--- src/rtl/rgb_pwm.sv ---
// -----------------------------------------------------------------------------
// rgb_pwm - three-channel PWM generator for the RGB LED IP.
//
// Uses the upstream free-running counter value (cnt) as the PWM timebase and
// compares it against per-channel active duty registers. New duties arrive on
// a valid/ready handshake, are held in a pending buffer and only take effect
// at a period boundary (cnt == 0), so a PWM period is never torn.
//
// Optional feature macro: RGB_PWM_FADE_EN
//   undefined : the pending duty is applied in one step at the next boundary.
//   defined   : the pending duty is a target; each active duty steps +/-1
//               toward it once per boundary until all three channels match.
//
// Parameters:
//   W          PWM resolution in bits (equals upstream counter width)
//   ACTIVE_LOW 1 inverts the LED outputs (common-anode parts)
//
// Ports:
//   clk                     clock
//   rst                     synchronous active-high reset
//   cnt[W-1:0]              timebase from the upstream up_counter
//   duty_r/g/b[W-1:0]       requested duty per channel, in counts
//   duty_valid              request holds new duty values
//   duty_ready              block can accept a request (decode of state)
//   led_r/g/b               registered PWM outputs
//   period_start            one-cycle pulse the cycle after cnt == 0
//   duty_applied            one-cycle pulse the cycle after new duties settle
// -----------------------------------------------------------------------------
module rgb_pwm #(
  parameter int unsigned W          = 8,
  parameter bit          ACTIVE_LOW = 1'b0
) (
  input  logic         clk,
  input  logic         rst,
  input  logic [W-1:0] cnt,
  input  logic [W-1:0] duty_r,
  input  logic [W-1:0] duty_g,
  input  logic [W-1:0] duty_b,
  input  logic         duty_valid,
  output logic         duty_ready,
  output logic         led_r,
  output logic         led_g,
  output logic         led_b,
  output logic         period_start,
  output logic         duty_applied
);

  localparam logic [W-1:0] ZERO = {W{1'b0}};

`ifdef RGB_PWM_FADE_EN
  typedef enum logic [0:0] {ST_IDLE = 1'b0, ST_FADING = 1'b1} state_t;
  localparam state_t ST_BUSY = ST_FADING;
  localparam logic [W-1:0] ONE = {{(W-1){1'b0}}, 1'b1};

  // Move one count toward the target; hold once equal.
  function automatic logic [W-1:0] step_toward(input logic [W-1:0] cur,
                                               input logic [W-1:0] tgt);
    logic [W-1:0] res;
    if (cur < tgt) begin
      res = cur + ONE;
    end else if (cur > tgt) begin
      res = cur - ONE;
    end else begin
      res = cur;
    end
    return res;
  endfunction
`else
  typedef enum logic [0:0] {ST_IDLE = 1'b0, ST_PENDING = 1'b1} state_t;
  localparam state_t ST_BUSY = ST_PENDING;
`endif

  state_t       state_r;
  logic [W-1:0] pend_red_r, pend_grn_r, pend_blu_r;
  logic [W-1:0] act_red_r,  act_grn_r,  act_blu_r;
  logic [W-1:0] nxt_red_s,  nxt_grn_s,  nxt_blu_s;
  logic [W-1:0] eff_red_s,  eff_grn_s,  eff_blu_s;
  logic         boundary_s;
  logic         done_s;
  logic         update_s;

  assign duty_ready = (state_r == ST_IDLE);

  // Boundary detect, next active duties and the compare values for this cycle.
  always_comb begin
    boundary_s = (cnt == ZERO);
    update_s   = boundary_s && (state_r == ST_BUSY);
`ifdef RGB_PWM_FADE_EN
    nxt_red_s  = step_toward(act_red_r, pend_red_r);
    nxt_grn_s  = step_toward(act_grn_r, pend_grn_r);
    nxt_blu_s  = step_toward(act_blu_r, pend_blu_r);
    done_s     = (nxt_red_s == pend_red_r) && (nxt_grn_s == pend_grn_r) &&
                 (nxt_blu_s == pend_blu_r);
`else
    nxt_red_s  = pend_red_r;
    nxt_grn_s  = pend_grn_r;
    nxt_blu_s  = pend_blu_r;
    done_s     = 1'b1;
`endif
    // The updated duty already governs the cnt == 0 slot of the new period.
    if (update_s) begin
      eff_red_s = nxt_red_s;
      eff_grn_s = nxt_grn_s;
      eff_blu_s = nxt_blu_s;
    end else begin
      eff_red_s = act_red_r;
      eff_grn_s = act_grn_r;
      eff_blu_s = act_blu_r;
    end
  end

  // Handshake/update state machine, duty registers and registered outputs.
  always_ff @(posedge clk) begin
    if (rst) begin
      state_r      <= ST_IDLE;
      pend_red_r   <= ZERO;
      pend_grn_r   <= ZERO;
      pend_blu_r   <= ZERO;
      act_red_r    <= ZERO;
      act_grn_r    <= ZERO;
      act_blu_r    <= ZERO;
      led_r        <= ACTIVE_LOW;
      led_g        <= ACTIVE_LOW;
      led_b        <= ACTIVE_LOW;
      period_start <= 1'b0;
      duty_applied <= 1'b0;
    end else begin
      led_r        <= (cnt < eff_red_s) ^ ACTIVE_LOW;
      led_g        <= (cnt < eff_grn_s) ^ ACTIVE_LOW;
      led_b        <= (cnt < eff_blu_s) ^ ACTIVE_LOW;
      period_start <= boundary_s;
      duty_applied <= 1'b0;
      case (state_r)
        ST_IDLE: begin
          if (duty_valid) begin
            pend_red_r <= duty_r;
            pend_grn_r <= duty_g;
            pend_blu_r <= duty_b;
            state_r    <= ST_BUSY;
          end else begin
            state_r    <= ST_IDLE;
          end
        end
        ST_BUSY: begin
          if (boundary_s) begin
            act_red_r <= nxt_red_s;
            act_grn_r <= nxt_grn_s;
            act_blu_r <= nxt_blu_s;
            if (done_s) begin
              state_r      <= ST_IDLE;
              duty_applied <= 1'b1;
            end else begin
              state_r      <= ST_BUSY;
            end
          end else begin
            state_r <= ST_BUSY;
          end
        end
        default: begin
          state_r <= ST_IDLE;
        end
      endcase
    end
  end

endmodule

--- config.mk ---
export PLATFORM = sky130hd
export DESIGN_NAME = rgb_pwm
export DESIGN_NICKNAME = d
export VERILOG_FILES = /design/src/rtl/rgb_pwm.sv
export SDC_FILE = /design/constraint.sdc
export NUM_CORES = 1
export LEC_CHECK = 0
export ABC_AREA = 1
export CAP_MARGIN = 20
export CELL_PAD_IN_SITES_DETAIL_PLACEMENT = 1
export CELL_PAD_IN_SITES_GLOBAL_PLACEMENT = 1
export CORE_MARGIN = 4
export CORE_UTILIZATION = 39
export DETAILED_ROUTE_END_ITERATION = 10
export MAX_ROUTING_LAYER = met4
export PLACE_DENSITY_LB_ADDON = 0.15
export SYNTH_ARGS = -nofsm -noshare
export SYNTH_HDL_FRONTEND = slang
export SYNTH_SLANG_ARGS = --single-unit
--- constraint.sdc ---
create_clock -name clk -period 1.9 [get_ports clk]
set_input_delay 0.19 -clock clk [delete_from_list [all_inputs] [get_ports clk]]
set_output_delay 0.19 -clock clk [all_outputs]
set_load 0.01 [all_outputs]
* Yosys cells after proc, flatten, opt, wreduce, memory -nomap -nowiden *
Index checks and enable logic that the tools add are counted.

storage, ports and cells
  register bits = 54
  bits of input ports = 35
  output and inout bits = 6
  word-level logic and storage cells = 28

operators by class
  $lt $le $gt $ge = 3
  muxes and demuxes = 7
  bitwise operators = 1
  reduce and logical (&&, ||, !) cells = 5

operators by type and width
  kind                                number
  less-than comparator 8 bit          3
  two-way mux 8 bit                   3
  logical NOT 8 bit                   1
  AND reduction 2 bit                 2
  two-way mux 1 bit                   3
  one-hot mux 1 bit (2 select lines)  1
  OR reduction 2 bit                  1
  logical AND 1 bit                   1
  inverter 1 bit                      1

* Depth between registers and ports, before layout *
  word-level depth = 4
  mapped depth = 12
  depth with buffers taken out = 11

* Worst setup path after synthesis *
No wires, ideal clock.

  kind = input-to-reg
  from = input cnt[3]
  to = register led_b
  library setup time = 121 ps
  data arrival time = 1,513 ps
  setup slack = 266 ps
  stages on the path = 10
  buffers on the path = 1
  cells stage by stage = nor2_1 nand2_1 nor2_4 nand2_4 buf_12 mux2i_2 ha_1 nand2_1 o211ai_1 a21oi_2

between the ends
  word-level cells in the longest chain between the ends = 4

ends and longest elaborated chain
  item                            RTL line  RTL
  from (decl)                     35        input logic [W-1:0] cnt,
  logical NOT 8 bit               86        boundary_s = (cnt == ZERO);
  logical AND 1 bit               87        update_s = boundary_s && (state_r == ST_BUSY);
  two-way mux 8 bit               101       if (update_s) begin
  less-than comparator 8 bit (*)  130       led_b <= (cnt < eff_blu_s) ^ ACTIVE_LOW;
  to (signal assigned)            130
  to (decl)                       43        output logic led_b,

Mark *: on every way between the ends. The rest lies on a longest branch, timed or not.
A chain may end at the register's enable or synchronous reset.

* Worst setup path in the final report *
  from = input cnt[4]
  to = register led_g

between the ends
  word-level cells in the longest chain between the ends = 4

ends and longest elaborated chain
  item                            RTL line  RTL
  logical NOT 8 bit               86
  logical AND 1 bit               87
  two-way mux 8 bit               101
  less-than comparator 8 bit (*)  129       led_g <= (cnt < eff_grn_s) ^ ACTIVE_LOW;
  to (signal assigned)            129
  to (decl)                       42        output logic led_g,

Marked as above.

==> reports/results.txt <==
Worst R2R Setup Slack -> 0.22 ns
Initial drt markers -> 64
Final core occ -> 0.557
Detailed Routing Iterations Pass 1 -> 4
IO Pins -> 41
Initial core utilization -> 0.410
Synth top area share -> 0.438
Final-stage net count -> 405
GRT Total Usage -> 0.185
TNS Setup -> 0 ns
Clk pin slew, worst setup/hold paths -> 0.09 ns
Post-DP HPWL -> 4.57 mm
Remaining DRCs -> 0
Slew Limit Fails -> 0
Max-Cap Viols -> 0
Final critical-path share of the clock period -> 0.894
Final Setup Violations -> 0
Hold slack -> 0.456 ns
Synthesized flop and latch total -> 54
Skew-Pair Late Insertion Delay -> 0.31 ns
Post-Syn Area -> 0.00247 mm^2
Startpoint types -> input port
Final Power -> 2.18 mW
TritonCTS clock tree -> done
N_diodes -> 0
EDFF count, synth -> 0
CP Buf/Inv Count -> 2
Share of cells above drive strength 1 -> 0.209
RSZ-0062 raised after global routing -> no
Worst path top cell family by delay -> simple AND/OR/NAND/NOR gates
Vias per Instance -> 4.91
Antenna violations before repair -> 0
PwrDens -> 649 mW/mm^2
CORE AREA -> 0.00603 mm^2
Worst min path class -> in -> reg
CTS Buffer Depth -> 2
VDD IR max -> 0.389 mV
H-tree Lvls -> 2
Crit-path cells -> dlymetal6s2s_1 -> nor2_2 -> nand2_2 -> nor2_4 -> nand2_4 -> buf_12 -> mux2i_4 -> ha_1 -> a21oi_1 -> o211ai_1 -> a21oi_2
First-pass GRT wire length -> 10.7 mm
Ys Warns -> 0
Min Tclk post-route -> 1.70 ns
Final Skew -> 0.00673 ns
Synth area leaders -> dfxtp_1, nor2_1, mux2i_2
Core Rows -> 28
Area growth syn-to-layout -> 35.9%
Netlist cell types -> 19
Final Wtd Congestion -> 0.772
Worst-path maximum fanout -> 7
Slowest cell delay on critical path -> 0.29 ns
Arr. time, crit path -> 1.94 ns
Rel. slew slack -> 0.668
Post-synth top area cell -> dfxtp_1
Most common cell in the synthesized netlist -> nor2_1
Final worst setup slack -> 0.202 ns
Setup CP Type -> in -> reg
Clock sink total -> 54
Largest net degree at the start of global routing -> 28
Die Ht -> 87.6 um
Die X -> 87.6 um
Leakage -> 1.50 nW
Status -> finished, final reports clean
# fillers -> 716
Antenna viol nets, final -> 0
IO buf count -> 40
Final hold vios -> 0
Via count -> 2,085
Setup crit end kind -> flip-flop
Synth Instances -> 286
Overall die area -> 0.00767 mm^2
Maximum clock frequency -> 589 MHz
Routed WL -> 6.64 mm
Main synth FF type -> dfxtp_1
Mapped Nets -> 342
Vias in the first global route -> 2,267
GRT overflow -> 0
Post-synth ARST share -> 0
Avg Synthesized Cell Area -> 8.63 um^2
Slowest cell on the critical path -> ha_1
Actual slew at the worst max-slew pin -> 0.497 ns
DR WL/cell -> 15.6 um
Required @ worst endpoint -> 2.14 ns
Pre-CTS setup slack -> -0.384 ns
Seq/Total Area, Yosys -> 0.438
Clock root buffer -> clkbuf_8
CTS Buf Count -> 5
Most instantiated cells after synthesis -> nor2_1, dfxtp_1, nand2_1
-- final timing paths --
| path | from | to | cells past startpoint |
|---|---|---|---|
| worst max register to register | state_r$_SDFF_PP0_ | led_g$_SDFF_PP0_ | 7 |
| worst min register to register | nxt_red_s[0]$_SDFFE_PP0P_ | nxt_red_s[0]$_SDFFE_PP0P_ | 2 |
| worst min-delay path | duty_b[2] | nxt_blu_s[2]$_SDFFE_PP0P_ | 3 |
| worst max-delay path | cnt[4] | led_g$_SDFF_PP0_ | 11 |
-- sequential cells by signal (all words and copies together) (netlist names) --
name / flops
act_red_r: 8
led_b: 1
nxt_red_s: 8
act_grn_r: 8
led_r: 1
nxt_blu_s: 8
led_g: 1
act_blu_r: 8
nxt_grn_s: 8
period_start: 1
duty_applied: 1
state_r: 1
-- through the flow --
stage,std cells,cell area [um^2]
5_1_grt,425,3350
4_1_cts,423,3240
6_report,425,3350
3_5_place_dp,415,3100
2_1_floorplan,286,2470
3_3_place_gp,415,3100
-- power by group --
group / switching, mW / total (mW) / internal (mW)
logic: 0.148 / 0.294 / 0.146
registers: 0.0310 / 1.21 / 1.18
clock network: 0.379 / 0.674 / 0.295
-- layer usage --
metal / GRT usage / share of wire / vias up
li1: - / - / 1052
met4: 0.0418 / 0.019 / 0
met2: 0.325 / 0.50 / 30
met5: - / 0 / -
met1: 0.222 / 0.45 / 992
met3: 0.0292 / 0.031 / 11
-- tightest hold or removal path: stages --
cell             delay [ns]
clkdlybuf4s50_1        0.39
nor2_1                 0.10
nor2_1                 0.05
-- cell type report --
type	instances	area, um^2	share of cell area
clock buffer	7	86.3	0.0257
clock inverter	1	5.00	0.00149
inverter	18	67.6	0.0201
multi-input combinational	202	1340	0.399
sequential	54	1080	0.322
tap	75	93.8	0.0280
timing repair buffer	68	681	0.203
-- cells by family (layout without fill, tap and decap cells) --
kind of cell / count (synthesis) / after routing / synth area share
AO/OA/AOI/OAI: 41 / 41 / 0.0907
adder cells (fa/ha/maj): 21 / 21 / 0.106
buffers and inverters: 30 / 94 / 0.0593
flip-flops: 54 / 54 / 0.438
multiplexers: 21 / 21 / 0.116
AND/OR/NAND/NOR: 119 / 119 / 0.190
-- placed cells by master, fill, tap and decap left out --
cell type / Yosys / final
dfxtp_1: 54 / 54
ha_1: 21 / 18
inv_1: 17 / 17
mux2i_2: 20 / 17
clkinv_2: 0 / 1
nand2_4: 1 / 1
a21oi_2: 3 / 5
o211ai_1: 3 / 3
clkbuf_1: 8 / 1
dlymetal6s2s_1: 0 / 8
nand2_1: 33 / 30
buf_4: 0 / 23
clkdlybuf4s50_1: 0 / 32
nor2_2: 0 / 3
nor2_4: 1 / 1
nor2_1: 78 / 75
o21ai_0: 25 / 25
a21oi_1: 10 / 8
mux2i_4: 0 / 4
nand2_2: 0 / 3
ha_4: 0 / 3
clkbuf_16: 0 / 1
buf_12: 2 / 2
nand3_1: 6 / 6
inv_2: 1 / 1
clkbuf_8: 0 / 6
buf_6: 0 / 2
-- what timing repair did --
item	in CTS	in global routing
pin swaps	3	10
setup buffers	0	1
setup endpoints to repair	3	3
cloned	0	1
hold buffers	0	0
gates resized for setup	8	18
Note: power is estimated with default switching activity, not from simulation.
